==> src/rtl/shift_add_mul.sv <==
// Sequential shift-and-add multiplier with unsigned and two's-complement modes.
// Defining SHIFT_ADD_MUL_EARLY_EN ends RUN as soon as no multiplier bits remain.
module shift_add_mul #(
  parameter int WIDTH = 8
) (
  input  logic               clk,
  input  logic               rst,
  input  logic               start,
  input  logic               sgn,
  input  logic [WIDTH-1:0]   in1,
  input  logic [WIDTH-1:0]   in2,
  output logic [2*WIDTH-1:0] product,
  output logic               busy,
  output logic               done
);

  localparam int PW = 2 * WIDTH;

  typedef enum logic [1:0] {
    IDLE = 2'd0,
    RUN  = 2'd1,
    DONE = 2'd2
  } state_t;

  state_t          state_r;
  state_t          state_nxt_s;
  logic [PW-1:0]   mcand_r;
  logic [PW-1:0]   acc_r;
  logic [PW-1:0]   product_r;
  logic [PW-1:0]   term_s;
  logic [PW-1:0]   acc_nxt_s;
  logic [WIDTH-1:0] mplier_r;
  logic [WIDTH-1:0] mplier_shift_s;
  logic [5:0]      cnt_r;
  logic            sgn_r;
  logic            busy_r;
  logic            done_r;
  logic            last_s;
  logic            finish_s;
  logic            accept_s;

  // One multiplier bit per RUN cycle; the sign bit weight is negative in signed mode.
  always_comb begin
    mplier_shift_s = mplier_r >> 1;
    last_s         = (cnt_r == 6'(WIDTH - 1));
    if (sgn_r && last_s) begin
      term_s = {PW{1'b0}} - mcand_r;
    end else begin
      term_s = mcand_r;
    end
    if (mplier_r[0]) begin
      acc_nxt_s = acc_r + term_s;
    end else begin
      acc_nxt_s = acc_r;
    end
`ifdef SHIFT_ADD_MUL_EARLY_EN
    finish_s = last_s || (mplier_shift_s == {WIDTH{1'b0}});
`else
    finish_s = last_s;
`endif
    accept_s = start && (state_r != RUN);
  end

  // Next-state decode.
  always_comb begin
    state_nxt_s = state_r;
    case (state_r)
      IDLE: begin
        if (start) begin
          state_nxt_s = RUN;
        end else begin
          state_nxt_s = IDLE;
        end
      end
      RUN: begin
        if (finish_s) begin
          state_nxt_s = DONE;
        end else begin
          state_nxt_s = RUN;
        end
      end
      DONE: begin
        if (start) begin
          state_nxt_s = RUN;
        end else begin
          state_nxt_s = IDLE;
        end
      end
      default: state_nxt_s = IDLE;
    endcase
  end

  // State register with registered status flags decoded from the next state.
  always_ff @(posedge clk or posedge rst) begin
    if (rst) begin
      state_r <= IDLE;
      busy_r  <= 1'b0;
      done_r  <= 1'b0;
    end else begin
      state_r <= state_nxt_s;
      busy_r  <= (state_nxt_s == RUN);
      done_r  <= (state_nxt_s == DONE);
    end
  end

  // Operand capture, iteration and result load; product is untouched during RUN.
  always_ff @(posedge clk or posedge rst) begin
    if (rst) begin
      mcand_r   <= {PW{1'b0}};
      mplier_r  <= {WIDTH{1'b0}};
      acc_r     <= {PW{1'b0}};
      product_r <= {PW{1'b0}};
      cnt_r     <= 6'd0;
      sgn_r     <= 1'b0;
    end else if (accept_s) begin
      sgn_r    <= sgn;
      mcand_r  <= sgn ? {{WIDTH{in1[WIDTH-1]}}, in1} : {{WIDTH{1'b0}}, in1};
      mplier_r <= in2;
      acc_r    <= {PW{1'b0}};
      cnt_r    <= 6'd0;
    end else if (state_r == RUN) begin
      acc_r    <= acc_nxt_s;
      mcand_r  <= mcand_r << 1;
      mplier_r <= mplier_shift_s;
      cnt_r    <= cnt_r + 6'd1;
      if (finish_s) begin
        product_r <= acc_nxt_s;
      end else begin
        product_r <= product_r;
      end
    end else begin
      acc_r <= acc_r;
    end
  end

  assign product = product_r;
  assign busy    = busy_r;
  assign done    = done_r;

endmodule
==> config.mk <==
export PLATFORM = sky130hd
export DESIGN_NAME = shift_add_mul
export DESIGN_NICKNAME = d
export VERILOG_FILES = /design/src/rtl/shift_add_mul.sv
export SDC_FILE = /design/constraint.sdc
export NUM_CORES = 1
export LEC_CHECK = 0
export BUFFER_PORTS_ARGS = -buffer_cell sky130_fd_sc_hd__clkbuf_2
export CAP_MARGIN = 20
export CORE_MARGIN = 4
export CORE_UTILIZATION = 60
export CTS_CLUSTER_DIAMETER = 40
export DETAILED_ROUTE_END_ITERATION = 10
export GPL_TIMING_DRIVEN = 1
export PLACE_DENSITY = 0.89
export REMOVE_ABC_BUFFERS = 1
export SYNTH_ARGS = -nofsm -noshare
export SYNTH_HDL_FRONTEND = slang
export SYNTH_SLANG_ARGS = --single-unit
==> constraint.sdc <==
create_clock -name clk -period 5.65 [get_ports clk]
set_clock_uncertainty 0.2 [all_clocks]
set_input_delay 0.565 -clock clk [delete_from_list [all_inputs] [get_ports clk]]
set_output_delay 0.565 -clock clk [all_outputs]
set_load 0.02 [all_outputs]
==> flow_metrics.env <==
export IMPL_ys_warn_count=0
export IMPL_power_density_mw_per_mm2=555.7
export IMPL_synth_compound_area_share_pct=18.26
export IMPL_setup_tns_ps=0
export IMPL_numCtsBuffers=9
export IMPL_yosys_area_share_simple_pct=15.36
export IMPL_placed_area_mm2=0.004188
export IMPL_synthesis_instances=425
export IMPL_syn_area_mm2=0.003960
export IMPL_grt_setup_unrepaired="false"
export IMPL_status="finished, final reports clean"
export IMPL_synth_top_family_by_area="compound AO/OA/AOI/OAI gates"
export IMPL_dieHeight_um=89.24
export IMPL_clk_pin_slew_ps=70
export IMPL_cts_htree_levels=3
export IMPL_grt_ovfl_total=0
export IMPL_first_global_vias=3155
export IMPL_hold_path_class="input pin to async pin"
export IMPL_initial_core_util_pct=62.01
export IMPL_num_vias=3128
export IMPL_layout_nets=497
export IMPL_cp_cell_sequence="ha_1, and4bb_1, and3_1, o31ai_1, xnor2_1, ha_1, a21oi_1, o21bai_1, a221oi_1, o21ai_1, mux2i_2, o21bai_1, a22o_1"
export IMPL_first_pass_iters=4
export IMPL_gp_congestion=0.8837
export IMPL_clkLatencyLatePin_ps=350
export IMPL_synth_xor_area_share_pct=6.193
export IMPL_antenna_left=0
export IMPL_finalHoldViolCount=0
export IMPL_relSlewSlack_pct=28.49
export IMPL_cp_max_fo=11
export IMPL_yosys_area_share_adder_pct=7.141
export IMPL_drcViolationCount=0
export IMPL_wl_per_cell_um=15.93
export IMPL_drt_total_wl_mm=8.556
export IMPL_finalSetupViolCount=0
export IMPL_cts_setup_buffers=0
export IMPL_tightest_slew_ps=1069
export IMPL_ir_drop_mv=0.2849
export IMPL_synth_cell_type_count=49
export IMPL_holdWs_ps=243.1
export IMPL_numPortBuffers=37
export IMPL_ys_seq_area_share_pct=42.34
export IMPL_track_usage_pct=23.79
export IMPL_p_leak_nw=2.143
export IMPL_antenna_found_initial=0
export IMPL_yosys_mux_area_fraction_pct=7.172
export IMPL_syn_to_final_growth_pct=10.90
export IMPL_required_ps=5680
export IMPL_finish_instance_area_mm2=0.004392
export IMPL_setup_ws_ps=2006
export IMPL_grt_max_degree=68
export IMPL_grt_first_pass_wirelength_mm=14.67
export IMPL_core_area_mm2=0.006386
export IMPL_fillers=516
export IMPL_cp_data_arrival_time_ps=3680
export IMPL_synth_edff_count=0
export IMPL_cp_slowest_stage_delay_ps=390
export IMPL_cts_sinks=67
export IMPL_ys_ff_latch=67
export IMPL_hpwl_mm=6.121
export IMPL_final_cells=537
export IMPL_dp_slack_ps=2035
export IMPL_ctsHoldBuffers=0
export IMPL_fin_util_pct=68.77
export IMPL_dp_cells=521
export IMPL_async_flop_share_pct=100.0
export IMPL_startpoint_type="register"
export IMPL_fp_dieW_um=89.24
export IMPL_crit_path_end_kind="register"
export IMPL_synth_flop_cell="dfrtp_1"
export IMPL_maxCapViolCount=0
export IMPL_root_buffer="clkbuf_8"
export IMPL_avgViaCountPerCell=5.825
export IMPL_slowest_stage="and3_1"
export IMPL_drive_above_1_share_pct=14.35
export IMPL_period_minus_slack_ps=3644
export IMPL_period_share_pct=64.49
export IMPL_dieArea_mm2=0.007964
export IMPL_crit_type="register to register"
export IMPL_num_rows=29
export IMPL_avgSynthCellArea_um2=9.318
export IMPL_max_freq_mhz=274.5
export IMPL_n_antenna_cell=0
export IMPL_max_clock_path_buffers=2
export IMPL_slew_violations=0
export IMPL_drtIter0Drc=121
export IMPL_cts_tree="yes"
export IMPL_report_power_total_mw=2.440
export IMPL_ios=38
export IMPL_ctsResizeCount=0
## Yosys cell counts (2+ instances only)
| cell type | instances | area (um2) |
|---|---|---|
| xor2_1 | 12 | 105.1 |
| nor3_1 | 4 | 20.02 |
| nand2_1 | 60 | 225.2 |
| nand4_1 | 3 | 18.77 |
| a21o_1 | 6 | 45.04 |
| mux2i_1 | 27 | 270.3 |
| nor2_1 | 19 | 71.32 |
| a22o_1 | 12 | 105.1 |
| and3_1 | 6 | 37.54 |
| o41ai_1 | 2 | 17.52 |
| o21ai_0 | 21 | 105.1 |
| o21bai_1 | 2 | 15.01 |
| o22ai_1 | 2 | 12.51 |
| nor3b_1 | 2 | 15.01 |
| nand2b_1 | 3 | 18.77 |
| clkbuf_1 | 18 | 67.56 |
| buf_1 | 2 | 7.510 |
| xnor2_1 | 16 | 140.1 |
| nor4_4 | 2 | 42.54 |
| nor2b_1 | 4 | 25.02 |
| inv_1 | 10 | 37.54 |
| o31ai_1 | 4 | 30.03 |
| dfrtp_1 | 67 | 1677 |
| nand3b_1 | 3 | 22.52 |
| o21ai_1 | 34 | 170.2 |
| or3_1 | 4 | 25.02 |
| nand3_1 | 9 | 45.04 |
| ha_1 | 21 | 262.8 |
| inv_2 | 2 | 7.510 |
| a21oi_1 | 29 | 145.1 |
## metal layers
metal / track usage (%) / vias up / part of all wire [%]
li1: - / 1559 / -
met2: 40.39 / 67 / 48
met4: 8.254 / 0 / 2.1
met1: 30.22 / 1489 / 45
met5: 0 / - / 0
met3: 4.885 / 13 / 4.8
## kinds of logic (layout without fill, tap and decap cells)
kind of cell	Yosys count	after routing
and+or+nand+nor	124	124
AOI/OAI and AO/OA	121	121
DFF	67	67
buffers and inverters	35	70
xor gates and xnor gates	28	28
muxes	28	28
adders and majority gates	22	22
## final timing paths
kind	depth (start not counted)	start	endpoint	slack, ps
max	13	cnt_r[0]	acc_r[15]	2010
min reg2reg	1	product[7]	product[7]	280
max reg2reg	13	cnt_r[0]	acc_r[15]	2010
max in group asynchronous	3	rst	mcand_r[1]	4470
min in group clk	3	sgn	sgn_r	250
min	3	rst	product[12]	240
## cell usage in the layout, fill, tap and decap left out, types with 4 or more instances in the layout
cell type	n
nor3_1	4
o31ai_1	4
buf_4	4
nor2_1	19
dfrtp_1	67
nand3_1	9
a21oi_1	29
xnor2_1	16
clkbuf_2	37
inv_1	9
o21ai_1	34
nand2_1	60
a21o_1	6
a22o_1	12
o21ai_0	21
and3_1	6
xor2_1	12
ha_1	21
or3_1	4
clkbuf_8	10
mux2i_1	27
## state kept, by name (all words and copies together) (netlist names)
register / count
done: 1
mcand_r: 16
acc_r: 16
mplier_r: 8
busy: 1
product: 16
cnt_r: 6
state_r: 2
sgn_r: 1
## power by group
group	switching [mW]	internal (mW)
registers	0.179	0.663
logic	0.712	0.481
clock network	0.189	0.217
total	1.08	1.36
## critical path, delay by kind of cell (launching register included)
| family | cells | cell delay [ps] |
|---|---|---|
| flip-flops | 1 | 380 |
| AND/OR/NAND/NOR | 2 | 650 |
| adder cells (fa/ha/maj) | 2 | 600 |
| multiplexers | 1 | 260 |
| AO/OA/AOI/OAI | 7 | 1270 |
| XOR/XNOR | 1 | 170 |
## area by class of cell
| cell class | count | area, um2 | area share, % |
|---|---|---|---|
| Sequential cell | 67 | 1677 | 38.18 |
| Inverter | 13 | 48.80 | 1.111 |
| Tap cell | 77 | 96.34 | 2.194 |
| Clock inverter | 5 | 62.56 | 1.425 |
| Clock buffer | 11 | 141.4 | 3.219 |
| Timing Repair Buffer | 41 | 215.2 | 4.900 |
| Multi-Input combinational cell | 323 | 2151 | 48.97 |
Note: power is estimated with default switching activity, not from simulation.
